--- config.mk ---
export PLATFORM = sky130hd
export DESIGN_NAME = tx_frame_fetch_flat
export DESIGN_NICKNAME = d
export VERILOG_FILES = /design/src/rtl/tx_frame_fetch_if.sv /design/src/rtl/tx_frame_fetch.sv /design/src/flat_wrapper.sv
export SDC_FILE = /design/constraint.sdc
export NUM_CORES = 1
export LEC_CHECK = 0
export CAP_MARGIN = 20
export CORE_ASPECT_RATIO = 1.75
export CORE_UTILIZATION = 45
export CTS_BUF_LIST = sky130_fd_sc_hd__clkbuf_8
export DETAILED_ROUTE_END_ITERATION = 16
export PLACE_DENSITY = 0.73
export SETUP_SLACK_MARGIN = 0.02
export SLEW_MARGIN = 20
export SYNTH_ARGS = -nofsm -noshare
export SYNTH_HDL_FRONTEND = slang
export SYNTH_SLANG_ARGS = --single-unit
export TNS_END_PERCENT = 5
--- constraint.sdc ---
create_clock -name clk -period 4.6 [get_ports clk]
set_clock_uncertainty 0.2 [all_clocks]
set_input_delay 1.38 -clock clk [delete_from_list [all_inputs] [get_ports clk]]
set_output_delay 1.38 -clock clk [all_outputs]
set_load 0.02 [all_outputs]
--- src/rtl/tx_frame_fetch_if.sv ---
// RAM read port and transmitter byte handshake used by tx_frame_fetch.
// master is the fetch engine's view; slave is the RAM/transmitter side.
interface tx_frame_fetch_if;
   logic        rd_en;
   logic [7:0]  rd_addr;
   logic [7:0]  rd_data;
   logic [7:0]  data;
   logic        has_data;
   logic        ack_data;
   logic        is_crc_byte;
   logic        is_last_byte;
   logic [15:0] crc_data;
   logic        cd;
   logic        err;

   modport master (
      output rd_en, rd_addr, data, has_data, is_crc_byte, is_last_byte,
      input  rd_data, ack_data, crc_data, cd, err
   );

   modport slave (
      input  rd_en, rd_addr, data, has_data, is_crc_byte, is_last_byte,
      output rd_data, ack_data, crc_data, cd, err
   );
endinterface

--- src/rtl/tx_frame_fetch.sv ---
// Streams one buffered CDBUS frame (src, dst, len, payload) to the serial
// transmitter, appends its running CRC, and handles retry/drop.
module tx_frame_fetch #(
   parameter int MAX_LEN   = 253,
   parameter int MAX_RETRY = 7
) (
   input  logic             clk,
   input  logic             reset,
   input  logic             frame_valid,
   input  logic             abort,
   output logic             frame_done,
   output logic             frame_drop,
   output logic [2:0]       retry_cnt,
   tx_frame_fetch_if.master bus
);
   localparam logic [2:0] IDLE  = 3'd0;
   localparam logic [2:0] FETCH = 3'd1;
   localparam logic [2:0] SEND  = 3'd2;
   localparam logic [2:0] CRC_L = 3'd3;
   localparam logic [2:0] CRC_H = 3'd4;
   localparam logic [2:0] DONE  = 3'd5;

   localparam logic [7:0] MAX_LEN_B   = 8'(MAX_LEN);
   localparam logic [2:0] MAX_RETRY_B = 3'(MAX_RETRY);

   logic [2:0] state;
   logic [8:0] idx;
   logic [7:0] len;
   logic [7:0] data_q;
   logic       rd_en_q;
   logic       rd_valid;
   logic       has_data_q;
   logic       is_crc_q;
   logic       is_last_q;
   logic       new_frame;
   logic       active;
   logic [8:0] last_idx;
   logic [7:0] len_clamped;

   assign active      = state inside {FETCH, SEND, CRC_L, CRC_H};
   // 9-bit so that len=253 gives a last frame byte at address 255 without wrap.
   assign last_idx    = {1'b0, len} + 9'd2;
   assign len_clamped = (bus.rd_data > MAX_LEN_B) ? MAX_LEN_B : bus.rd_data;

   assign bus.rd_en        = rd_en_q;
   assign bus.rd_addr      = idx[7:0];
   assign bus.has_data     = has_data_q;
   assign bus.is_crc_byte  = is_crc_q;
   assign bus.is_last_byte = is_last_q;
   // CRC bytes come straight from the transmitter, which freezes it while is_crc_byte is high.
   assign bus.data = is_crc_q ? (is_last_q ? bus.crc_data[15:8] : bus.crc_data[7:0]) : data_q;

   // NOTE: clocked state uses non-blocking assignments so every register sees pre-edge values.
   always_ff @(posedge clk) begin
      if (reset) begin
         state      <= IDLE;
         idx        <= '0;
         len        <= '0;
         data_q     <= '0;
         rd_en_q    <= 1'b0;
         rd_valid   <= 1'b0;
         has_data_q <= 1'b0;
         is_crc_q   <= 1'b0;
         is_last_q  <= 1'b0;
         frame_done <= 1'b0;
         frame_drop <= 1'b0;
         retry_cnt  <= '0;
         new_frame  <= 1'b1;
      end else begin
         rd_en_q    <= 1'b0;
         rd_valid   <= rd_en_q;
         frame_done <= 1'b0;
         frame_drop <= 1'b0;

         if (active && (abort || bus.err)) begin
            has_data_q <= 1'b0;
            is_crc_q   <= 1'b0;
            is_last_q  <= 1'b0;
            rd_valid   <= 1'b0;
            frame_drop <= 1'b1;
            state      <= DONE;
         end else if (active && bus.cd) begin
            has_data_q <= 1'b0;
            is_crc_q   <= 1'b0;
            is_last_q  <= 1'b0;
            rd_valid   <= 1'b0;
            idx        <= '0;
            if (retry_cnt == MAX_RETRY_B) begin
               frame_drop <= 1'b1;
               state      <= DONE;
            end else begin
               retry_cnt <= retry_cnt + 3'd1;
               state     <= IDLE;
            end
         end else begin
            case (state)
               IDLE: begin
                  if (frame_valid && !abort) begin
                     rd_en_q <= 1'b1;
                     state   <= FETCH;
                     // A cd restart re-enters here too; only a fresh frame clears the count.
                     if (new_frame) begin
                        retry_cnt <= '0;
                        new_frame <= 1'b0;
                     end
                  end
               end
               FETCH: begin
                  if (rd_valid) begin
                     data_q     <= bus.rd_data;
                     has_data_q <= 1'b1;
                     state      <= SEND;
                  end
               end
               SEND: begin
                  if (rd_valid) begin
                     data_q <= bus.rd_data;
                     if (idx == 9'd2) len <= len_clamped;
                  end
                  if (bus.ack_data) begin
                     idx <= idx + 9'd1;
                     if (idx == last_idx) begin
                        is_crc_q <= 1'b1;
                        state    <= CRC_L;
                     end else begin
                        rd_en_q <= 1'b1;
                     end
                  end
               end
               CRC_L: begin
                  if (bus.ack_data) begin
                     is_last_q <= 1'b1;
                     state     <= CRC_H;
                  end
               end
               CRC_H: begin
                  if (bus.ack_data) begin
                     frame_done <= 1'b1;
                     has_data_q <= 1'b0;
                     is_crc_q   <= 1'b0;
                     is_last_q  <= 1'b0;
                     state      <= DONE;
                  end
               end
               DONE: begin
                  if (!frame_valid) begin
                     idx       <= '0;
                     new_frame <= 1'b1;
                     state     <= IDLE;
                  end
               end
               default: state <= IDLE;
            endcase
         end
      end
   end
endmodule
--- src/flat_wrapper.sv ---
// flat-port wrapper written by rule: the top's interface ports become plain ports
module tx_frame_fetch_flat 
#(
   parameter int MAX_LEN   = 253,
   parameter int MAX_RETRY = 7
)
  (clk, reset, frame_valid, abort, frame_done, frame_drop, retry_cnt, bus_rd_en, bus_rd_addr, bus_data, bus_has_data, bus_is_crc_byte, bus_is_last_byte, bus_rd_data, bus_ack_data, bus_crc_data, bus_cd, bus_err);
  tx_frame_fetch_if bus_i ();
  input  logic clk;
  input  logic reset;
  input  logic frame_valid;
  input  logic abort;
  output logic frame_done;
  output logic frame_drop;
  output logic [2:0] retry_cnt;
  output wire logic [$bits(bus_i.rd_en)-1:0] bus_rd_en;
  output wire logic [$bits(bus_i.rd_addr)-1:0] bus_rd_addr;
  output wire logic [$bits(bus_i.data)-1:0] bus_data;
  output wire logic [$bits(bus_i.has_data)-1:0] bus_has_data;
  output wire logic [$bits(bus_i.is_crc_byte)-1:0] bus_is_crc_byte;
  output wire logic [$bits(bus_i.is_last_byte)-1:0] bus_is_last_byte;
  input wire logic [$bits(bus_i.rd_data)-1:0] bus_rd_data;
  input wire logic [$bits(bus_i.ack_data)-1:0] bus_ack_data;
  input wire logic [$bits(bus_i.crc_data)-1:0] bus_crc_data;
  input wire logic [$bits(bus_i.cd)-1:0] bus_cd;
  input wire logic [$bits(bus_i.err)-1:0] bus_err;
  assign bus_rd_en = bus_i.rd_en;
  assign bus_rd_addr = bus_i.rd_addr;
  assign bus_data = bus_i.data;
  assign bus_has_data = bus_i.has_data;
  assign bus_is_crc_byte = bus_i.is_crc_byte;
  assign bus_is_last_byte = bus_i.is_last_byte;
  assign bus_i.rd_data = bus_rd_data;
  assign bus_i.ack_data = bus_ack_data;
  assign bus_i.crc_data = bus_crc_data;
  assign bus_i.cd = bus_cd;
  assign bus_i.err = bus_err;
  tx_frame_fetch #(.MAX_LEN(MAX_LEN), .MAX_RETRY(MAX_RETRY)) u_core (.clk(clk), .reset(reset), .frame_valid(frame_valid), .abort(abort), .frame_done(frame_done), .frame_drop(frame_drop), .retry_cnt(retry_cnt), .bus(bus_i));
endmodule
==> results by group <==
Run status
  • Status: finished with violations
  • Failing checks: DRC

Routing
  • Routed length per instance: 15.6 um
  • Initial drt markers: 105
  • Via density per instance: 5.77
  • DR pass1 iterations: 10
  • DRC: 5
  • Total Wirelength: 5910 um
  • Final ANT Viol Nets: 0
  • Vias after detailed routing: 2,188

STA
  • RSZ-0062 raised after global routing: no
  • Slew headroom: 47.7%
  • Max-slew violations: 0
  • Slew at the pin closest to its max-slew limit: 783 ps
  • Final setup fails: 0
  • Min Clock Period, post-route: 4310 ps
  • Fmax: 232 MHz
  • Setup TNS: 0 ps
  • Period utilization: 93.7%
  • Final Hold Viols: 0
  • WHS: 245 ps

Synthesis
  • Mean Syn Cell Area: 8.38 um^2
  • Compound-Gate Fraction of Synth Area: 14.7%
  • Mux share of post-synthesis cell area: 11.0%
  • Register bit total from synthesis: 39
  • Yosys Warn Count: 0
  • Synth cell types: 54
  • Mapped Nets: 319
  • Largest family of logic cells by synthesized area: simple AND/OR/NAND/NOR gates
  • Simple-Gate Fraction of Synth Area: 25.1%
  • Sequential area share after synthesis: 32.9%
  • Area share of xor/xnor cells in the synthesized design: 7.01%
  • Adder-Cell Fraction of Synth Area: 3.06%
  • Synth Instances: 283
  • Top_reg_cell synth: dfxtp_1
  • Post-synth EDFFs: 0
  • Async set-reset flop share out of synthesis: 0%
  • Post-Syn Area: 0.00237 mm^2

Setup path
  • Largest stage delay, worst path: 630 ps
  • Crit path max fanout: 1
  • CP Class: in -> out
  • Crit. End Element: output port
  • CP most frequent cell: clkdlybuf4s50_1
  • Critical path required time: 3020 ps
  • CP max-delay cell: clkdlybuf4s50_1
  • Critical Path AT: 2730 ps
  • Crit-path cells: clkdlybuf4s50_1 -> mux2i_1 -> a21oi_1 -> clkdlybuf4s50_1
  • Critical path startpoint category: primary input

Pwr
  • Switching power: 0.392 mW
  • Reg power frac: 39.5%
  • Design Power: 1.08 mW
  • Internal: 0.692 mW
  • Power per Cell Area: 363 mW/mm^2
  • Clock network power share: 27.4%
  • Peak supply drop: 201 uV
  • Logic pwr share: 33.1%
  • Cell leakage power: 1.14 nW
  • Switch share: 36.2%

CTS
  • Worst-path clk slew: 90 ps
  • Post-CTS Resized: 0
  • Clock Latency Late Sink: 290 ps
  • Htree depth: 2
  • Clk sinks: 39
  • CTS tree: built
  • Clock Tree Buf Depth: 2
  • Hold_buf cts: 0
  • # Post-CTS Setup Buffers: 0
  • Root buf cell: clkbuf_8
  • Clock buffer count from CTS: 5

Die
  • Die X: 56.9 um
  • Core area: 0.00502 mm^2
  • Chip height: 98.1 um
  • Initial Util: 47.3%
  • DIE AREA: 0.00558 mm^2
  • I/O pins: 56
  • Row count: 34

Finish
  • Final Net Count: 360
  • Register Area: 781 um^2
  • Most frequent cells in the layout: 55 x clkdlybuf4s50_1, 48 x nor2_1, 39 x dfxtp_1
  • Diode count: 0
  • Most common cell after layout, fill and taps aside: clkdlybuf4s50_1
  • Footprint of the multi-input gates: 0.00144 mm^2
  • Area grow syn2layout: 26.1%
  • Layout cells sized above 1: 5.54%
  • Final instance area: 0.00299 mm^2
  • FILL cells: 461

Hold path
  • Hold crit path type: reg -> reg

Place
  • I/O Buffers: 55
  • DP Area: 0.00287 mm^2
  • DP HPWL: 4390 um
  • Placer Congestion: 0.871

GRT
  • GRT Total Usage: 22.1%
  • First-pass GRT wire length: 9750 um
  • Initial antenna violation count: 0
  • Vias in the first global route: 2,093
  • Largest net degree at the start of global routing: 23
  • Grt total ovfl: 0

Flow run
  • Max-Cap Viols: 0
## final cells by class
cell class	instances	share of cell area (%)
Multi-Input combinational cell	216	48.3
Sequential cell	39	26.1
Timing Repair Buffer	56	18.7
Inverter	6	0.753
Tap cell	54	2.26
Clock inverter	2	1.17
Clock buffer	6	2.76
## power groups by stage
stage	clock network, mW	registers (mW)	logic (mW)
2_1_floorplan	0	0.396	0.295
3_3_place_gp	0	0.432	0.347
3_5_place_dp	0	0.435	0.354
4_1_cts	0.302	0.427	0.356
5_1_grt	0.318	0.437	0.394
6_report	0.297	0.429	0.359
## per-layer routing
layer	global-route usage (%)	vias to the layer above	part of all wire (%)
met4	11.1	0	3.4
met1	24.7	1020	40
li1	-	1085	-
met3	3.05	19	3.3
met2	39.5	64	53
met5	0	-	0
## state kept, by name (all words and copies together), names as in the netlist, 3 cells and up
register,flops
u_core.retry_cnt,3
u_core.idx,9
u_core.data_q,8
u_core.len,8
u_core.state,3
## worst max-delay path, delay by kind of cell
kind / cells / cell delay (ps)
mux: 1 / 90
buf+inv: 2 / 1090
compound gates: 1 / 170
## cell families after synthesis
logic type	count (synthesis)
AND/OR/NAND/NOR	112
AO/OA/AOI/OAI	53
flip-flops	39
buffers and inverters	28
multiplexers	26
XOR/XNOR	19
adder cells (fa/ha/maj)	6
## through the flow
step / util [%] / instances / setup slack (ps)
after floorplan: - / 283 / 1200
after global placement: 57.2 / 371 / 308
after detailed placement: 57.2 / 371 / 298
after CTS: 59.6 / 379 / 296
after global routing: 59.6 / 379 / 222
final: 59.6 / 379 / 291
## synthesized netlist by cell type (4+ instances only)
master | count | area, um^2
nor2_1 | 48 | 180
dfxtp_1 | 39 | 781
mux2i_1 | 26 | 260
a21oi_1 | 18 | 90.1
clkbuf_1 | 11 | 41.3
o21ai_0 | 10 | 50.1
xor2_1 | 10 | 87.6
buf_4 | 9 | 67.6
xnor2_1 | 9 | 78.8
nand3_1 | 8 | 40.0
nand4_1 | 8 | 50.1
nor3_1 | 8 | 40.0
nand2_1 | 7 | 26.3
inv_1 | 6 | 22.5
ha_1 | 5 | 62.6
nor2b_1 | 5 | 31.3
a31oi_1 | 4 | 25.0
## worst paths after layout
kind / start / end / slack [ps] / cells past startpoint
setup / recovery: bus_crc_data[14] / bus_data[6] / 290 / 4
hold / removal: u_core.bus.rd_en$_SDFF_PP0_ / u_core.rd_valid$_SDFF_PP0_ / 250 / 1
setup reg to reg: u_core.state[0]$_SDFFE_PP0P_ / u_core.len[5]$_SDFFE_PP0P_ / 1930 / 6
hold reg to reg: u_core.bus.rd_en$_SDFF_PP0_ / u_core.rd_valid$_SDFF_PP0_ / 250 / 1
Note: power is estimated with default switching activity, not from simulation.
==> patch 1, RTL diff (config.mk and constraints unchanged) <==
One comparison of `idx` changes from == to >=.
--- a/src/rtl/tx_frame_fetch.sv
+++ b/src/rtl/tx_frame_fetch.sv
@@ -115,7 +115,7 @@
                SEND: begin
                   if (rd_valid) begin
                      data_q <= bus.rd_data;
-                     if (idx == 9'd2) len <= len_clamped;
+                     if (idx >= 9'd2) len <= len_clamped;
                   end
                   if (bus.ack_data) begin
                      idx <= idx + 9'd1;
Behaviour: same outputs for any inputs over 10 cycles, from zero or initial values and one cycle with reset high; that may be too few to reach the edited logic, so the function may still have changed.
==> patch 1 against the original RTL <==
Final area rose by 1.8%. Synthesized cell count rose by 7.1%. Die area rose by 3.1%. The run still ends with DRC left. Sequential power fell by 6.8%. Total power fell by 15%. Via count rose by 5.7%. Largest power group unchanged. Wire length fell by 2.7%. Synthesized area rose by 3.2%. Sequential cell count did not move. Core utilization fell by 1.6 points. Combinational power fell by 25%. Register-to-register slack got worse by 170 ps. Setup slack improved by 26 ps.
==> patch 1: results (changes against the original RTL) <==
WL per Instance: 14.5 um (-7.1%)
layout net count: 377 (+4.7%)
worst path arrival time: 2700 ps (-30 ps)
post-synthesis sequential area ratio: 31.9% (-1.0 points)
critical hold path startpoint: u_core.new_frame$_SDFFE_PP1P_
Area contributors post-synth: dfxtp_1, mux2i_1, nor2_1
Yosys cell types: 55 (+1.9%)
post-synth top area share: 31.9% (-1.0 points)
status: finished with violations
final setup margin: 318 ps (+26.2 ps)
filler instances: 501 (+8.7%)
most frequent cells after synthesis: dfxtp_1, nor2_1, a21oi_1
total track usage: 21.8% (-0.24 points)
largest net degree at the start of global routing: 28 (+22%)
CP max stage delay: 620 ps
Clock Latency Late Sink: 300 ps
Ys Warns: 0 (unchanged)
DR DRC count: 4 (-1)
Hold Crit Depth: 2 (+1)
Slew @ Worst Pin: 747 ps (-35.9 ps)
setup slack, reg-to-reg: 1760 ps (-170 ps)
FF-to-FF End: u_core.idx[8]$_SDFFE_PP0P_
failing checks: DRC
DP Wirelength: 4270 um (-2.6%)
Post-Syn Nets: 339 (+6.3%)
Vias/cell: 5.82 (+0.88%)
VDD IR-drop max: 0.193 mV (-3.8%)
reg2reg start: u_core.state[1]$_SDFFE_PP0P_
final RePlAce weighted congestion: 0.819 (-6.0%)
Iteration-0 DRC Markers: 77 (-27%)
R2R depth: 5 (-1)
share of cells above drive strength 1: 7.31% (+1.8 points)
leakage power: 1.10 nW (-3.3%)
Hold Crit Endpoint: u_core.new_frame$_SDFFE_PP1P_
initial antenna violation count: 0 (unchanged)
vias in the first global route: 2162 (+3.3%)
first-pass GRT wire length: 9940 um (+1.9%)
==> patch 1: area by class of cell <==
cell class                 instances  share of cell area [%]
timing repair buffer              58                    18.8
sequential                        39                    25.6
tap                               55                    2.26
clock inverter                     1                   0.123
inverter                          12                    1.48
clock buffer                       7                    3.16
multi-input combinational        225                    48.5
==> patch 1: worst max path at each step <==
stage | start | endpoint | cells past startpoint
final | bus_crc_data[15] | bus_data[7] | 4
after global routing | bus_crc_data[4] | bus_data[4] | 4
after floorplan | bus_crc_data[8] | bus_data[0] | 2
after CTS | bus_crc_data[15] | bus_data[7] | 4
after global placement | bus_crc_data[14] | bus_data[6] | 4
after detailed placement | bus_crc_data[15] | bus_data[7] | 4
==> patch 1: layer usage <==
layer / global-route usage (%) / vias up / part of all wire [%]
met3: 3.64 / 8 / 3.2
met5: 0 / - / 0
met1: 25.4 / 1090 / 42
met4: 9.16 / 0 / 1.9
met2: 38.6 / 49 / 53
li1: - / 1165 / -
==> patch 1: cells by family after synthesis <==
| logic type | Yosys count | share of synthesized area (%) |
|---|---|---|
| flops | 39 | 31.9 |
| xor+xnor | 9 | 3.22 |
| simple gates | 111 | 23.9 |
| compound gates | 75 | 20.4 |
| fa+ha+maj | 5 | 2.56 |
| mux | 25 | 10.3 |
| buf+inv | 39 | 7.77 |
==> patch 1: power by group <==
| group | total, mW | switching, mW | internal [mW] | leakage [nW] |
|---|---|---|---|---|
| Sequential | 0.400 | 0.0456 | 0.354 | 0.315 |
| Combinational | 0.270 | 0.149 | 0.122 | 0.727 |
| Clock | 0.254 | 0.120 | 0.135 | 0.0557 |
| Total | 0.925 | 0.314 | 0.611 | 1.10 |
==> patch 1: worst max-delay path, delay by kind of cell <==
kind / cells / cell delay, ps
AOI/OAI and AO/OA: 1 / 180
buffers and inverters: 2 / 1080
muxes: 1 / 70
==> patch 1: stage by stage <==
stage               utilization, %  hold WS (ps)  power [mW]  cells  area [um2]
global route                  57.9           321       0.986    397        3040
floorplan                        -           246       0.591    303        2450
global placement              56.0           265       0.672    389        2940
detailed placement            56.0           262       0.675    389        2940
finish                        57.9           278       0.925    397        3040
CTS                           57.9           283       0.930    397        3040
==> patch 2, RTL diff (config.mk and constraints unchanged) <==
Made on the original files. `MAX_LEN` is set to 253 in 2 places; all go to 126.
--- a/src/rtl/tx_frame_fetch.sv
+++ b/src/rtl/tx_frame_fetch.sv
@@ -1,7 +1,7 @@
 // Streams one buffered CDBUS frame (src, dst, len, payload) to the serial
 // transmitter, appends its running CRC, and handles retry/drop.
 module tx_frame_fetch #(
-   parameter int MAX_LEN   = 253,
+   parameter int MAX_LEN   = 126,
    parameter int MAX_RETRY = 7
 ) (
    input  logic             clk,
--- a/src/flat_wrapper.sv
+++ b/src/flat_wrapper.sv
@@ -1,7 +1,7 @@
 // flat-port wrapper written by rule: the top's interface ports become plain ports
 module tx_frame_fetch_flat 
 #(
-   parameter int MAX_LEN   = 253,
+   parameter int MAX_LEN   = 126,
    parameter int MAX_RETRY = 7
 )
   (clk, reset, frame_valid, abort, frame_done, frame_drop, retry_cnt, bus_rd_en, bus_rd_addr, bus_data, bus_has_data, bus_is_crc_byte, bus_is_last_byte, bus_rd_data, bus_ack_data, bus_crc_data, bus_cd, bus_err);
Function: same outputs for any inputs over 10 cycles, from zero or initial values and one cycle with reset high; that may be too few to reach the edited logic, so the function may still have changed.
==> patch 2 against the original RTL <==
Synthesized cell count is 6.0% higher. Total power increased by 9.8%. Global-route usage fell by 1.1 points. Via count is 2.2% higher. Final area is 3.6% higher. Synthesized area increased by 5.1%. Clock power fell by 2%. Die area grew 5.0%. Sequential share of layout area down 0.90 points. Sequential cell count unchanged. Setup slack better by 38 ps. Sequential power is 3% higher. Register-to-register slack lost 40 ps. Critical path type unchanged. Wire length down 2.5%.
==> patch 2: results (changes against the original RTL) <==
status: finished clean
pre-CTS worst setup slack: 324 ps (+26.7 ps)
WL per Instance: 14.1 um (-9.9%)
total CTS buffers: 5 (unchanged)
DP Wirelength: 4420 um (+0.83%)
Post-Synthesis Cells: 300 (+6.0%)
first drt pass iteration count: 4 (-6)
Post-Route M1 WL: 2280 um (-4.0%)
crit path capture: bus_data[1]
leakage power: 1.13 nW (-0.35%)
minimum clock period: 4270 ps (-38.2 ps)
total track usage: 20.9% (-1.1 points)
VDD IR-drop max: 0.266 mV (+33%)
Iteration-0 DRC Markers: 72 (-31%)
vias: 2236 (+2.2%)
met2 usage: 39.3% (-0.29 points)
Longest Clk Path Bufs: 2 (unchanged)
Yosys cell types: 59 (+9.3%)
grt met3 use: 2.95% (-0.094 points)
setup slack, reg-to-reg: 1890 ps (-40 ps)
reg2reg start: u_core.state[2]$_SDFFE_PP0P_
filler instances: 488 (+5.9%)
most frequent cells after synthesis: nor2_1, dfxtp_1, a21oi_1
Post-Syn Nets: 336 (+5.3%)
Area Growth Syn to Fin: 24.2%
GRT met1 Usage: 22.7% (-2.0 points)
met3 wire length: 193 um (-1.0%)
placed cell areas: 2980 um2 (+3.9%)
Clock Latency Late Sink: 290 ps (about the same)
Slew @ Worst Pin: 703 ps (-79.6 ps)
final RePlAce weighted congestion: 0.908 (+4.2%)
first-pass GRT wire length: 9680 um (-0.71%)
DP Cell Count: 402 (+8.4%)
FF-to-FF End: u_core.len[0]$_SDFFE_PP0P_
met2 WL: 3180 um (+1.1%)
share of cells above drive strength 1: 8.63% (+3.1 points)
Area contributors post-synth: dfxtp_1, nor2_1, mux2i_1
worst path arrival time: 2690 ps (-40 ps)
post-synthesis sequential area ratio: 31.3% (-1.6 points)
worst setup path startpoint: bus_crc_data[1]
Non-Filler Instances: 410 (+8.2%)
layout net count: 371 (+3.1%)
==> patch 2: changes by cell type in the layout (fill, tap and decap cells not counted), moves of 3 or more <==
cell,change
mux2i_1,-9
nand2_1,+6
and3_1,+3
a211oi_1,+6
nand3b_1,+3
nand4_1,-5
a21oi_1,+5
nor2_1,+3
nand4b_1,+4
nor2b_1,-3
==> patch 2: final cells by class <==
type,count,share of cell area (%)
clock buffer,5,2.22
clock inverter,3,1.41
sequential,39,25.2
multi-input combinational,227,49.3
timing repair buffer,57,18.3
tap,74,2.99
inverter,5,0.606
==> patch 2: cell families after synthesis <==
kind of cell	count (synthesis)	synth area share, %
fa+ha+maj	5	2.51
mux	18	7.28
flops	39	31.3
simple gates	123	26.8
xor+xnor	16	5.62
compound gates	65	19.0
buf+inv	34	7.48
==> patch 2: how the worst min path moves through the flow <==
stage | from | endpoint | slack (ps) | depth (start not counted)
after floorplan | u_core.new_frame$_SDFFE_PP1P_ | u_core.new_frame$_SDFFE_PP1P_ | 240 | 1
after global placement | u_core.bus.rd_en$_SDFF_PP0_ | u_core.rd_valid$_SDFF_PP0_ | 220 | 2
after detailed placement | u_core.bus.rd_en$_SDFF_PP0_ | u_core.rd_valid$_SDFF_PP0_ | 220 | 2
after CTS | u_core.bus.rd_en$_SDFF_PP0_ | u_core.rd_valid$_SDFF_PP0_ | 230 | 2
after global routing | u_core.bus.rd_en$_SDFF_PP0_ | u_core.rd_valid$_SDFF_PP0_ | 280 | 2
final | u_core.bus.rd_en$_SDFF_PP0_ | u_core.rd_valid$_SDFF_PP0_ | 230 | 2
==> patch 2: power breakdown <==
group	switching (mW)	internal [mW]	leakage [nW]	total [mW]
combinational	0.238	0.219	0.758	0.457
clock	0.130	0.162	0.0581	0.291
sequential	0.0755	0.367	0.316	0.442
total	0.443	0.747	1.13	1.19
